## src/rtl/tone_detector.sv

```systemverilog
// Tone detector: measures the period between rising edges of an asynchronous tone line,
// classifies it as 1 kHz or 512 Hz, and reports lock/unlock events and completed tones.
module tone_detector #(
  parameter int CNT_W       = 18,
  parameter int P1K_MIN     = 98000,
  parameter int P1K_MAX     = 102000,
  parameter int P512_MIN    = 191406,
  parameter int P512_MAX    = 199219,
  parameter int MIN_PERIODS = 4,
  parameter int TIMEOUT     = 250000
) (
  input  logic             clk,
  input  logic             rst,
  input  logic             beep_in,
  output logic             tone_valid,
  output logic             tone_is_1k,
  output logic             tone_is_512,
  output logic             tone_start,
  output logic             tone_end,
  output logic [CNT_W-1:0] period_out,
  output logic [7:0]       tone_cnt
);

  localparam int MW = $clog2(MIN_PERIODS + 1);
  localparam logic [CNT_W-1:0] P1K_MIN_C  = CNT_W'(P1K_MIN);
  localparam logic [CNT_W-1:0] P1K_MAX_C  = CNT_W'(P1K_MAX);
  localparam logic [CNT_W-1:0] P512_MIN_C = CNT_W'(P512_MIN);
  localparam logic [CNT_W-1:0] P512_MAX_C = CNT_W'(P512_MAX);
  localparam logic [CNT_W-1:0] TIMEOUT_C  = CNT_W'(TIMEOUT);
  localparam logic [CNT_W-1:0] CNT_ONE    = CNT_W'(1);
  localparam logic [CNT_W-1:0] CNT_SAT    = {CNT_W{1'b1}};
  localparam logic [MW-1:0]    MATCH_ONE  = MW'(1);
  localparam logic [MW-1:0]    MATCH_LOCK = MW'(MIN_PERIODS);

  typedef enum logic [1:0] {ST_IDLE = 2'd0, ST_MEASURE = 2'd1, ST_LOCKED = 2'd2} state_t;
  typedef enum logic [1:0] {CLS_NONE = 2'd0, CLS_1K = 2'd1, CLS_512 = 2'd2} cls_t;

  function automatic cls_t classify(input logic [CNT_W-1:0] p);
    cls_t c;
    if (p >= P1K_MIN_C && p <= P1K_MAX_C) begin
      c = CLS_1K;
    end else if (p >= P512_MIN_C && p <= P512_MAX_C) begin
      c = CLS_512;
    end else begin
      c = CLS_NONE;
    end
    return c;
  endfunction

  state_t           state_r, state_s;
  cls_t             cand_r, cand_s, cls_s, seed_cand_s;
  logic [MW-1:0]    match_cnt_r, match_cnt_s, seed_match_s;
  logic [CNT_W-1:0] per_cnt_r, per_cnt_s, p_s;
  logic             sync0_r, sync1_r, prev_r, rise_s, tout_s;
  logic             valid_r, valid_s, is_1k_r, is_1k_s, is_512_r, is_512_s;
  logic             start_r, start_s, end_r, end_s;
  logic [CNT_W-1:0] period_r, period_s;
  logic [7:0]       tone_cnt_r, tone_cnt_s;

  assign rise_s = sync1_r & ~prev_r;
  assign p_s    = per_cnt_r + CNT_ONE;
  assign cls_s  = classify(p_s);
  assign tout_s = (per_cnt_r == TIMEOUT_C) & ~rise_s;

  // Candidate/match tracking for a freshly measured period (shared by MEASURE and LOCKED exit).
  always_comb begin
    seed_cand_s  = CLS_NONE;
    seed_match_s = '0;
    if (cls_s == CLS_NONE) begin
      seed_cand_s  = CLS_NONE;
      seed_match_s = '0;
    end else if (cls_s == cand_r) begin
      seed_cand_s  = cand_r;
      seed_match_s = match_cnt_r + MATCH_ONE;
    end else begin
      seed_cand_s  = cls_s;
      seed_match_s = MATCH_ONE;
    end
  end

  // Next-state and next-output logic for the period counter and lock FSM.
  always_comb begin
    state_s     = state_r;
    cand_s      = cand_r;
    match_cnt_s = match_cnt_r;
    valid_s     = valid_r;
    is_1k_s     = is_1k_r;
    is_512_s    = is_512_r;
    start_s     = 1'b0;
    end_s       = 1'b0;
    period_s    = period_r;
    tone_cnt_s  = tone_cnt_r;

    if (rise_s) begin
      per_cnt_s = '0;
    end else if (per_cnt_r != CNT_SAT) begin
      per_cnt_s = per_cnt_r + CNT_ONE;
    end else begin
      per_cnt_s = per_cnt_r;
    end

    case (state_r)
      ST_IDLE: begin
        if (rise_s) begin
          state_s     = ST_MEASURE;
          cand_s      = CLS_NONE;
          match_cnt_s = '0;
        end else begin
          state_s = ST_IDLE;
        end
      end
      ST_MEASURE: begin
        if (rise_s) begin
          cand_s      = seed_cand_s;
          match_cnt_s = seed_match_s;
          if (seed_match_s == MATCH_LOCK) begin
            state_s  = ST_LOCKED;
            start_s  = 1'b1;
            valid_s  = 1'b1;
            is_1k_s  = (seed_cand_s == CLS_1K);
            is_512_s = (seed_cand_s == CLS_512);
            period_s = p_s;
          end else begin
            state_s = ST_MEASURE;
          end
        end else if (tout_s) begin
          state_s = ST_IDLE;
        end else begin
          state_s = ST_MEASURE;
        end
      end
      ST_LOCKED: begin
        if (rise_s && cls_s == cand_r) begin
          period_s = p_s;
        end else if (rise_s || tout_s) begin
          // A rise of the wrong class re-seeds the search; silence drops straight to IDLE.
          state_s     = rise_s ? ST_MEASURE : ST_IDLE;
          cand_s      = rise_s ? seed_cand_s : CLS_NONE;
          match_cnt_s = rise_s ? seed_match_s : '0;
          end_s       = 1'b1;
          valid_s     = 1'b0;
          is_1k_s     = 1'b0;
          is_512_s    = 1'b0;
          tone_cnt_s  = tone_cnt_r + 8'd1;
        end else begin
          state_s = ST_LOCKED;
        end
      end
      default: begin
        state_s     = ST_IDLE;
        cand_s      = CLS_NONE;
        match_cnt_s = '0;
      end
    endcase
  end

  // State, synchroniser and output registers.
  always_ff @(posedge clk or posedge rst) begin
    if (rst) begin
      sync0_r     <= 1'b0;
      sync1_r     <= 1'b0;
      prev_r      <= 1'b0;
      state_r     <= ST_IDLE;
      cand_r      <= CLS_NONE;
      match_cnt_r <= '0;
      per_cnt_r   <= '0;
      valid_r     <= 1'b0;
      is_1k_r     <= 1'b0;
      is_512_r    <= 1'b0;
      start_r     <= 1'b0;
      end_r       <= 1'b0;
      period_r    <= '0;
      tone_cnt_r  <= 8'd0;
    end else begin
      sync0_r     <= beep_in;
      sync1_r     <= sync0_r;
      prev_r      <= sync1_r;
      state_r     <= state_s;
      cand_r      <= cand_s;
      match_cnt_r <= match_cnt_s;
      per_cnt_r   <= per_cnt_s;
      valid_r     <= valid_s;
      is_1k_r     <= is_1k_s;
      is_512_r    <= is_512_s;
      start_r     <= start_s;
      end_r       <= end_s;
      period_r    <= period_s;
      tone_cnt_r  <= tone_cnt_s;
    end
  end

  assign tone_valid  = valid_r;
  assign tone_is_1k  = is_1k_r;
  assign tone_is_512 = is_512_r;
  assign tone_start  = start_r;
  assign tone_end    = end_r;
  assign period_out  = period_r;
  assign tone_cnt    = tone_cnt_r;

endmodule
```

## config.mk

```make
export PLATFORM = sky130hd
export DESIGN_NAME = tone_detector
export DESIGN_NICKNAME = d
export VERILOG_FILES = /design/src/rtl/tone_detector.sv
export SDC_FILE = /design/constraint.sdc
export NUM_CORES = 1
export LEC_CHECK = 0
export CAP_MARGIN = 5
export CORE_ASPECT_RATIO = 1.5
export CORE_UTILIZATION = 40
export DETAILED_ROUTE_END_ITERATION = 12
export GPL_ROUTABILITY_DRIVEN = 0
export GPL_TIMING_DRIVEN = 0
export SETUP_SLACK_MARGIN = 0.15
export SYNTH_ARGS = -nofsm -noshare
export SYNTH_HDL_FRONTEND = slang
export SYNTH_SLANG_ARGS = --single-unit
```

## constraint.sdc

```tcl
create_clock -name clk -period 4.41 [get_ports clk]
set_clock_uncertainty 0.15 [all_clocks]
set_input_delay 0.882 -clock clk [delete_from_list [all_inputs] [get_ports clk]]
set_output_delay 0.882 -clock clk [all_outputs]
set_load 0.05 [all_outputs]
```

==> run_results.csv, run 1 <==
group,metric,value,unit
logic_synthesis,synth_enable_flop_cells,0,
critical_path,slowest_library_cell_on_the_worst_path,"sky130_fd_sc_hd__a2111o_1",
logic_synthesis,synth.net_count,410,
logic_synthesis,synth.yosys.seq_area_share,39.5,%
power,power_frac_comb,23.2,%
timing,finalHoldViolations,0,
critical_path,cp-endpoint,"period_out[17]$_DFFE_PP0P_",
logic_synthesis,post_synth_instance_area,3740,um^2
timing,fmaxAchievable,242,MHz
timing,worst_hold_slack,0.195,ns
clock_tree,numCtsBuffers,9,
critical_path,critical_path_cell_count,13,
final_layout,layout.nets,463,
critical_path,flop2flop_setup_slack,0.27,ns
power,power.static_leakage,1.98,nW
min_path,hold-path-cell-count,0,
floorplanning,core,8930,um^2
logic_synthesis,synthFlopType,"sky130_fd_sc_hd__dfrtp_1",
timing,report.final.setup_viol,0,
critical_path,worst-r2r-cell-count,13,
clock_tree,ctsLongestPathBuffers,2,
critical_path,worst_setup_path_end_kind,"register",
routing,avgRoutedWirePerCell,17.2,um
logic_synthesis,average_size_of_a_mapped_cell,9.36,um^2
final_layout,layout_commonest_cell,"sky130_fd_sc_hd__dfrtp_1",
final_layout,layout-area-overhead-vs-synth,27.2,%
global_route,grt_use_total,21.6,%
final_layout,layout_common_cells,"57 x sky130_fd_sc_hd__dfrtp_1, 42 x sky130_fd_sc_hd__nand2_1, 33 x sky130_fd_sc_hd__clkdlybuf4s50_1",
timing,layout_min_cycle_time,4.14,ns
global_route,antenna_found_initial,0,
timing,fin_crit_sh,93.8,%
floorplanning,ioPinCount,34,
critical_path,family_with_the_most_delay_on_the_worst_path,"compound AO/OA/AOI/OAI gates",
final_layout,final_layout_size_suffix_gt1_share,17.5,%
timing,worst_case_headroom_to_the_max_slew_limit,41.8,%
timing,tns,0,ns
run_status,status,"finished, final reports clean",
power,power.density_cell_area,359,nW/um^2
global_route,global_route_wire_length_before_repair,15.8,mm
clock_tree,clkLatencyLatePin,0.33,ns
logic_synthesis,synthCells,399,
routing,drt_pre_antenna_iters,5,
placed_design,hpwl_after_detailed_placement,7.02,mm
logic_synthesis,synth.yosys.warnings,0,
clock_tree,cts_root_buf,"sky130_fd_sc_hd__clkbuf_16",
power,internal-power,1.18,mW
routing,num_vias,3295,
power,p_sw_share,30.7,%
routing,first_iter_violations,208,
logic_synthesis,netlist.area_leader.share,39.5,%
critical_path,crit-reg2reg-capture,"period_out[17]$_DFFE_PP0P_",
critical_path,crit_chain,"ha_4 > and3_1 > clkbuf_4 > and4_4 > mux2_2 > o211ai_4 > nor4_4 > or3_4 > a2111o_1 > buf_2 > a221oi_4 > buf_6 > mux2_2",
placed_design,port_buffers,33,
timing,unrepaired_setup_endpoints_after_global_routing,"no",
clock_tree,number_of_h_tree_levels,3,
routing,remaining_drc_errors,0,
critical_path,crit_path_start,"per_cnt_r[0]$_DFFE_PP0P_",
timing,final-max-slew-violation-count,0,
min_path,hold_class,"reg -> reg",
floorplanning,die_height,120,um
routing,postRouteWirelength,9.74,mm
power,power.clock.fraction,40.6,%
global_route,grt-ovfl-total,0,
logic_synthesis,synth_async_sr_flop_share,100,%
routing,drt.antenna.violating_nets,0,
critical_path,startpoint_type_of_the_worst_setup_path,"register",
clock_tree,cts_hold_repair.buffers,0,
timing,max_slew.worst_pin.slew,0.872,ns
floorplanning,row_count,42,
logic_synthesis,netlist-cell-type-count,68,
global_route,grt_max_degree,32,
job,maxCapViolations,0,
routing,route.detailed.vias_per_inst,5.81,
clock_tree,clk_transition_reported_paths,0.05,ns
critical_path,crit_required,4.47,ns
logic_synthesis,synth.area.top_cells,"sky130_fd_sc_hd__dfrtp_1 40%, sky130_fd_sc_hd__xnor2_1 4.5%, sky130_fd_sc_hd__nand2_1 4.2%",
critical_path,regToRegStartpoint,"per_cnt_r[0]$_DFFE_PP0P_",
critical_path,worst-setup-path-type,"reg -> reg",
power,power.switching,525,uW
floorplanning,start_util,41.8,%
critical_path,timing.critical_path.mode_cell,"sky130_fd_sc_hd__mux2_2",
floorplanning,die-width,80.9,um
critical_path,timing.critical_path.fanout_max,8,
critical_path,critPathArrivalTime,4.20,ns
power,irDropWorstVdd,0.245,mV
logic_synthesis,synth_top_area_cell,"sky130_fd_sc_hd__dfrtp_1",
logic_synthesis,synth_seq_cells,59,
clock_tree,tritoncts,"yes",
power,power_frac_seq,36.2,%
global_route,number_of_global_route_vias_before_repair,3240,
critical_path,critical_path.n_buffers_inverters,3,
final_layout,diodes,0,
critical_path,critical_path_max_stage_delay,0.42,ns
clock_tree,tritoncts_num_sinks,59,
floorplanning,dieArea,9740,um^2
min_path,hp-start,"sync0_r$_DFF_PP0_",
[logic make-up (layout without fill, tap and decap cells)]
| family | Yosys count | after routing | share of synthesized area, % |
|---|---|---|---|
| fa+ha+maj | 8 | 8 | 2.68 |
| compound gates | 71 | 71 | 13.7 |
| xor+xnor | 27 | 27 | 6.33 |
| mux | 28 | 28 | 8.14 |
| buf+inv | 46 | 104 | 4.99 |
| flops | 59 | 59 | 39.5 |
| simple gates | 160 | 160 | 24.6 |
[per-stage QoR]
stage	total power [mW]	util [%]	instance area [um^2]	setup slack [ns]	instances
global route	1.78	53.2	4750	0.143	567
global placement	0.965	47.1	4200	-0.419	542
finish	1.71	53.2	4750	0.273	567
CTS	1.69	51.4	4590	0.160	563
floorplan	0.866	-	3740	0.323	399
detailed placement	0.971	47.3	4220	-0.415	543
[sequential cells by signal (all words and copies together) (netlist names)]
register / flops
cand_r: 2
match_cnt_r: 3
per_cnt_r: 18
period_out: 18
prev_r: 1
state_r: 2
sync0_r: 1
sync1_r: 1
tone_cnt: 8
tone_end: 1
tone_is_1k: 1
tone_is_512: 1
tone_start: 1
tone_valid: 1
[cells in the mapped netlist (3+ instances only)]
cell,number
sky130_fd_sc_hd__a211oi_1,5
sky130_fd_sc_hd__a21o_1,3
sky130_fd_sc_hd__a21oi_1,6
sky130_fd_sc_hd__a31oi_1,4
sky130_fd_sc_hd__and4_1,5
sky130_fd_sc_hd__buf_2,5
sky130_fd_sc_hd__clkbuf_1,17
sky130_fd_sc_hd__dfrtp_1,59
sky130_fd_sc_hd__ha_1,8
sky130_fd_sc_hd__inv_1,23
sky130_fd_sc_hd__mux2_1,7
sky130_fd_sc_hd__mux2_2,12
sky130_fd_sc_hd__mux2i_1,9
sky130_fd_sc_hd__nand2_1,42
sky130_fd_sc_hd__nand2b_1,6
sky130_fd_sc_hd__nand3_1,20
sky130_fd_sc_hd__nand4_1,11
sky130_fd_sc_hd__nor2_1,24
sky130_fd_sc_hd__nor3_1,6
sky130_fd_sc_hd__nor3b_1,6
sky130_fd_sc_hd__nor4_1,7
sky130_fd_sc_hd__nor4_2,3
sky130_fd_sc_hd__nor4b_1,3
sky130_fd_sc_hd__o211ai_1,3
sky130_fd_sc_hd__o21ai_0,22
sky130_fd_sc_hd__o22ai_1,4
sky130_fd_sc_hd__or3_1,4
sky130_fd_sc_hd__xnor2_1,19
sky130_fd_sc_hd__xor2_1,8
[power by group through the flow]
stage / clock network, mW / registers [mW] / logic (mW)
after floorplan: 0 / 0.677 / 0.189
after global placement: 0 / 0.621 / 0.343
after detailed placement: 0 / 0.623 / 0.348
after CTS: 0.708 / 0.615 / 0.365
after global routing: 0.728 / 0.623 / 0.429
final: 0.693 / 0.618 / 0.396
[routing by layer]
metal / up-vias / part of all wire, % / global-route usage (%)
li1: 1560 / - / -
met1: 1602 / 39 / 23.0
met2: 93 / 52 / 36.7
met3: 40 / 3.7 / 4.53
met4: 0 / 5.3 / 15.5
met5: - / 0 / 0
[cell type report]
cell class                      count  area [um^2]
Multi-Input combinational cell    294         2220
Buffer                             23          111
Fill cell                         834         4180
Sequential cell                    59         1480
Clock inverter                      4         50.0
Clock buffer                       12          246
Timing Repair Buffer               42          418
Tap cell                          110          138
Inverter                           23         86.3
[worst min path at each step]
stage,endpoint,slack [ns]
after floorplan,sync1_r$_DFF_PP0_,0.18
after global placement,sync1_r$_DFF_PP0_,0.18
after detailed placement,sync1_r$_DFF_PP0_,0.19
after CTS,sync1_r$_DFF_PP0_,0.20
after global routing,sync1_r$_DFF_PP0_,0.22
final,sync1_r$_DFF_PP0_,0.20
[repair_timing]
item	in CTS	in global routing
resized for setup	10	32
endpoints found under the setup margin	20	24
pin swaps	1	2
buffers inserted	4	4
Note: power is estimated with default switching activity, not from simulation.
==> run 2: changes to the inputs <==
Settings changed: CORE_ASPECT_RATIO 1.5 to not set.
==> run_results.csv, run 2 (synthesized netlist as in run 1, its figures left out) <==
group,metric,value,unit
timing,layout_min_cycle_time,4.11,ns
global_route,grt_use_total,21.0,%
power,power.density_cell_area,315,nW/um^2
routing,route.detailed.vias_per_inst,5.80,
final_layout,final.fill_count,814,
critical_path,critPathArrivalTime,4.19,ns
final_layout,final_cells,568,
placed_design,pre_cts_ws,-0.468,ns
placed_design,port_buffers,33,
routing,drt_pre_antenna_iters,5,
final_layout,layout-area-overhead-vs-synth,24.2,%
routing,postRouteWirelength,9.58,mm
routing,drt.antenna.violating_nets,0,
power,power.static_leakage,1.94,nW
global_route,grt-ovfl-total,0,
power,totalPowerFinal,1.46,mW
timing,final-max-slew-violation-count,0,
routing,remaining_drc_errors,0,
final_layout,layout_commonest_cell,"sky130_fd_sc_hd__dfrtp_1",
final_layout,layout.nets,466,
clock_tree,cts_root_buf,"sky130_fd_sc_hd__clkbuf_8",
timing,final_worst_slack,0.303,ns
global_route,antenna_found_initial,0,
min_path,hp-start,"sync0_r$_DFF_PP0_",
timing,unrepaired_setup_endpoints_after_global_routing,"no",
global_route,grt_max_degree,36,
placed_design,dpl-instance-area,4220,um^2
timing,finalHoldViolations,0,
timing,max_slew.worst_pin.slew,0.658,ns
min_path,hold_class,"reg -> reg",
final_layout,layout_common_cells,"57 x sky130_fd_sc_hd__dfrtp_1, 42 x sky130_fd_sc_hd__nand2_1, 33 x sky130_fd_sc_hd__clkdlybuf4s50_1",
global_route,number_of_global_route_vias_before_repair,3212,
routing,first_iter_violations,186,
job,maxCapViolations,0,
critical_path,worst-setup-path-type,"reg -> reg",
critical_path,crit_path_start,"per_cnt_r[1]$_DFFE_PP0P_",
global_route,global_route_wire_length_before_repair,16.2,mm
power,irDropWorstVdd,0.245,mV
clock_tree,clkLatencyLatePin,0.34,ns
routing,avgRoutedWirePerCell,16.9,um
critical_path,worst_setup_path_end_kind,"register",
timing,fin_crit_sh,93.1,%
critical_path,regToRegStartpoint,"per_cnt_r[1]$_DFFE_PP0P_",
clock_tree,numCtsBuffers,9,
floorplanning,core,8890,um^2
run_status,status,"finished, final reports clean",
critical_path,timing.critical_path.fanout_max,10,
critical_path,crit_required,4.49,ns
clock_tree,ctsLongestPathBuffers,2,
floorplanning,die-width,98.6,um
floorplanning,row_count,34,
placed_design,placed_cells,541,
critical_path,startpoint_type_of_the_worst_setup_path,"register",
clock_tree,tritoncts,"yes",
floorplanning,start_util,42.0,%
clock_tree,number_of_h_tree_levels,3,
floorplanning,ioPinCount,34,
floorplanning,dieArea,9730,um^2
clock_tree,cts_hold_repair.buffers,0,
timing,fmaxAchievable,244,MHz
routing,num_vias,3292,
clock_tree,clk_transition_reported_paths,0.08,ns
floorplanning,die_height,98.6,um
final_layout,diodes,0,
final_layout,fin_util,52.2,%
final_layout,fin_area,4640,um^2
timing,report.final.setup_viol,0,
clock_tree,tritoncts_num_sinks,59,
timing,worst_case_headroom_to_the_max_slew_limit,56.1,%
placed_design,hpwl_after_detailed_placement,6.62,mm
final_layout,final_layout_size_suffix_gt1_share,17.6,%
## run 2: worst paths after layout
check / end / slack (ns) / cells after the start
hold / removal: sync1_r$_DFF_PP0_ / 0.21 / 0
hold reg to reg: sync1_r$_DFF_PP0_ / 0.21 / 0
setup / recovery: period_out[9]$_DFFE_PP0P_ / 0.30 / 14
max in group asynchronous: sync1_r$_DFF_PP0_ / 2.75 / 3
min in group asynchronous: period_out[9]$_DFFE_PP0P_ / 0.76 / 2
setup reg to reg: period_out[9]$_DFFE_PP0P_ / 0.30 / 14
## run 2: worst max-delay path: stages, from the launching register on
cell and delay (ns):
sky130_fd_sc_hd__dfrtp_2 0.42, sky130_fd_sc_hd__ha_4 0.18, sky130_fd_sc_hd__and3_1 0.15, sky130_fd_sc_hd__clkbuf_4 0.19
sky130_fd_sc_hd__and4_4 0.27, sky130_fd_sc_hd__mux2_2 0.36, sky130_fd_sc_hd__o211ai_4 0.22, sky130_fd_sc_hd__nor4_4 0.10
sky130_fd_sc_hd__or3_4 0.42, sky130_fd_sc_hd__a2111o_1 0.41, sky130_fd_sc_hd__buf_2 0.19, sky130_fd_sc_hd__a221oi_4 0.29
sky130_fd_sc_hd__buf_6 0.17, sky130_fd_sc_hd__buf_8 0.16, sky130_fd_sc_hd__mux2_1 0.32
## run 2: area by class of cell
cell class | count | area, um^2 | area share, %
Buffer | 23 | 119 | 2.56
Clock buffer | 10 | 128 | 2.75
Clock inverter | 6 | 42.5 | 0.917
Inverter | 23 | 86.3 | 1.86
Multi-Input combinational cell | 294 | 2210 | 47.7
Sequential cell | 59 | 1480 | 31.9
Tap cell | 108 | 135 | 2.91
Timing Repair Buffer | 45 | 437 | 9.41
## run 2: per-stage QoR
stage | TNS [ns] | hold WS, ns
after floorplan | 0 | 0.181
after global placement | -4.62 | 0.186
after detailed placement | -5.62 | 0.193
after CTS | 0 | 0.208
after global routing | 0 | 0.226
final | 0 | 0.206
## run 2: power breakdown
group          leakage (nW)  switching, mW  internal, mW
clock                0.0822          0.235         0.204
combinational          1.05          0.248         0.159
sequential            0.801         0.0388         0.576
## run 2: repair_timing
action,CTS,global route
pin swaps,1,4
endpoints found under the setup margin,22,25
setup buffers,4,7
hold endpoints to repair,0,0
gates resized for setup,10,32
## run 2: routing by layer
layer / track usage [%] / up-vias / part of all wire (%)
met1: 30.2 / 1658 / 50
met2: 31.9 / 61 / 45
met5: 0 / - / 0
met3: 4.26 / 10 / 3.3
met4: 6.31 / 0 / 1.6
li1: - / 1563 / -
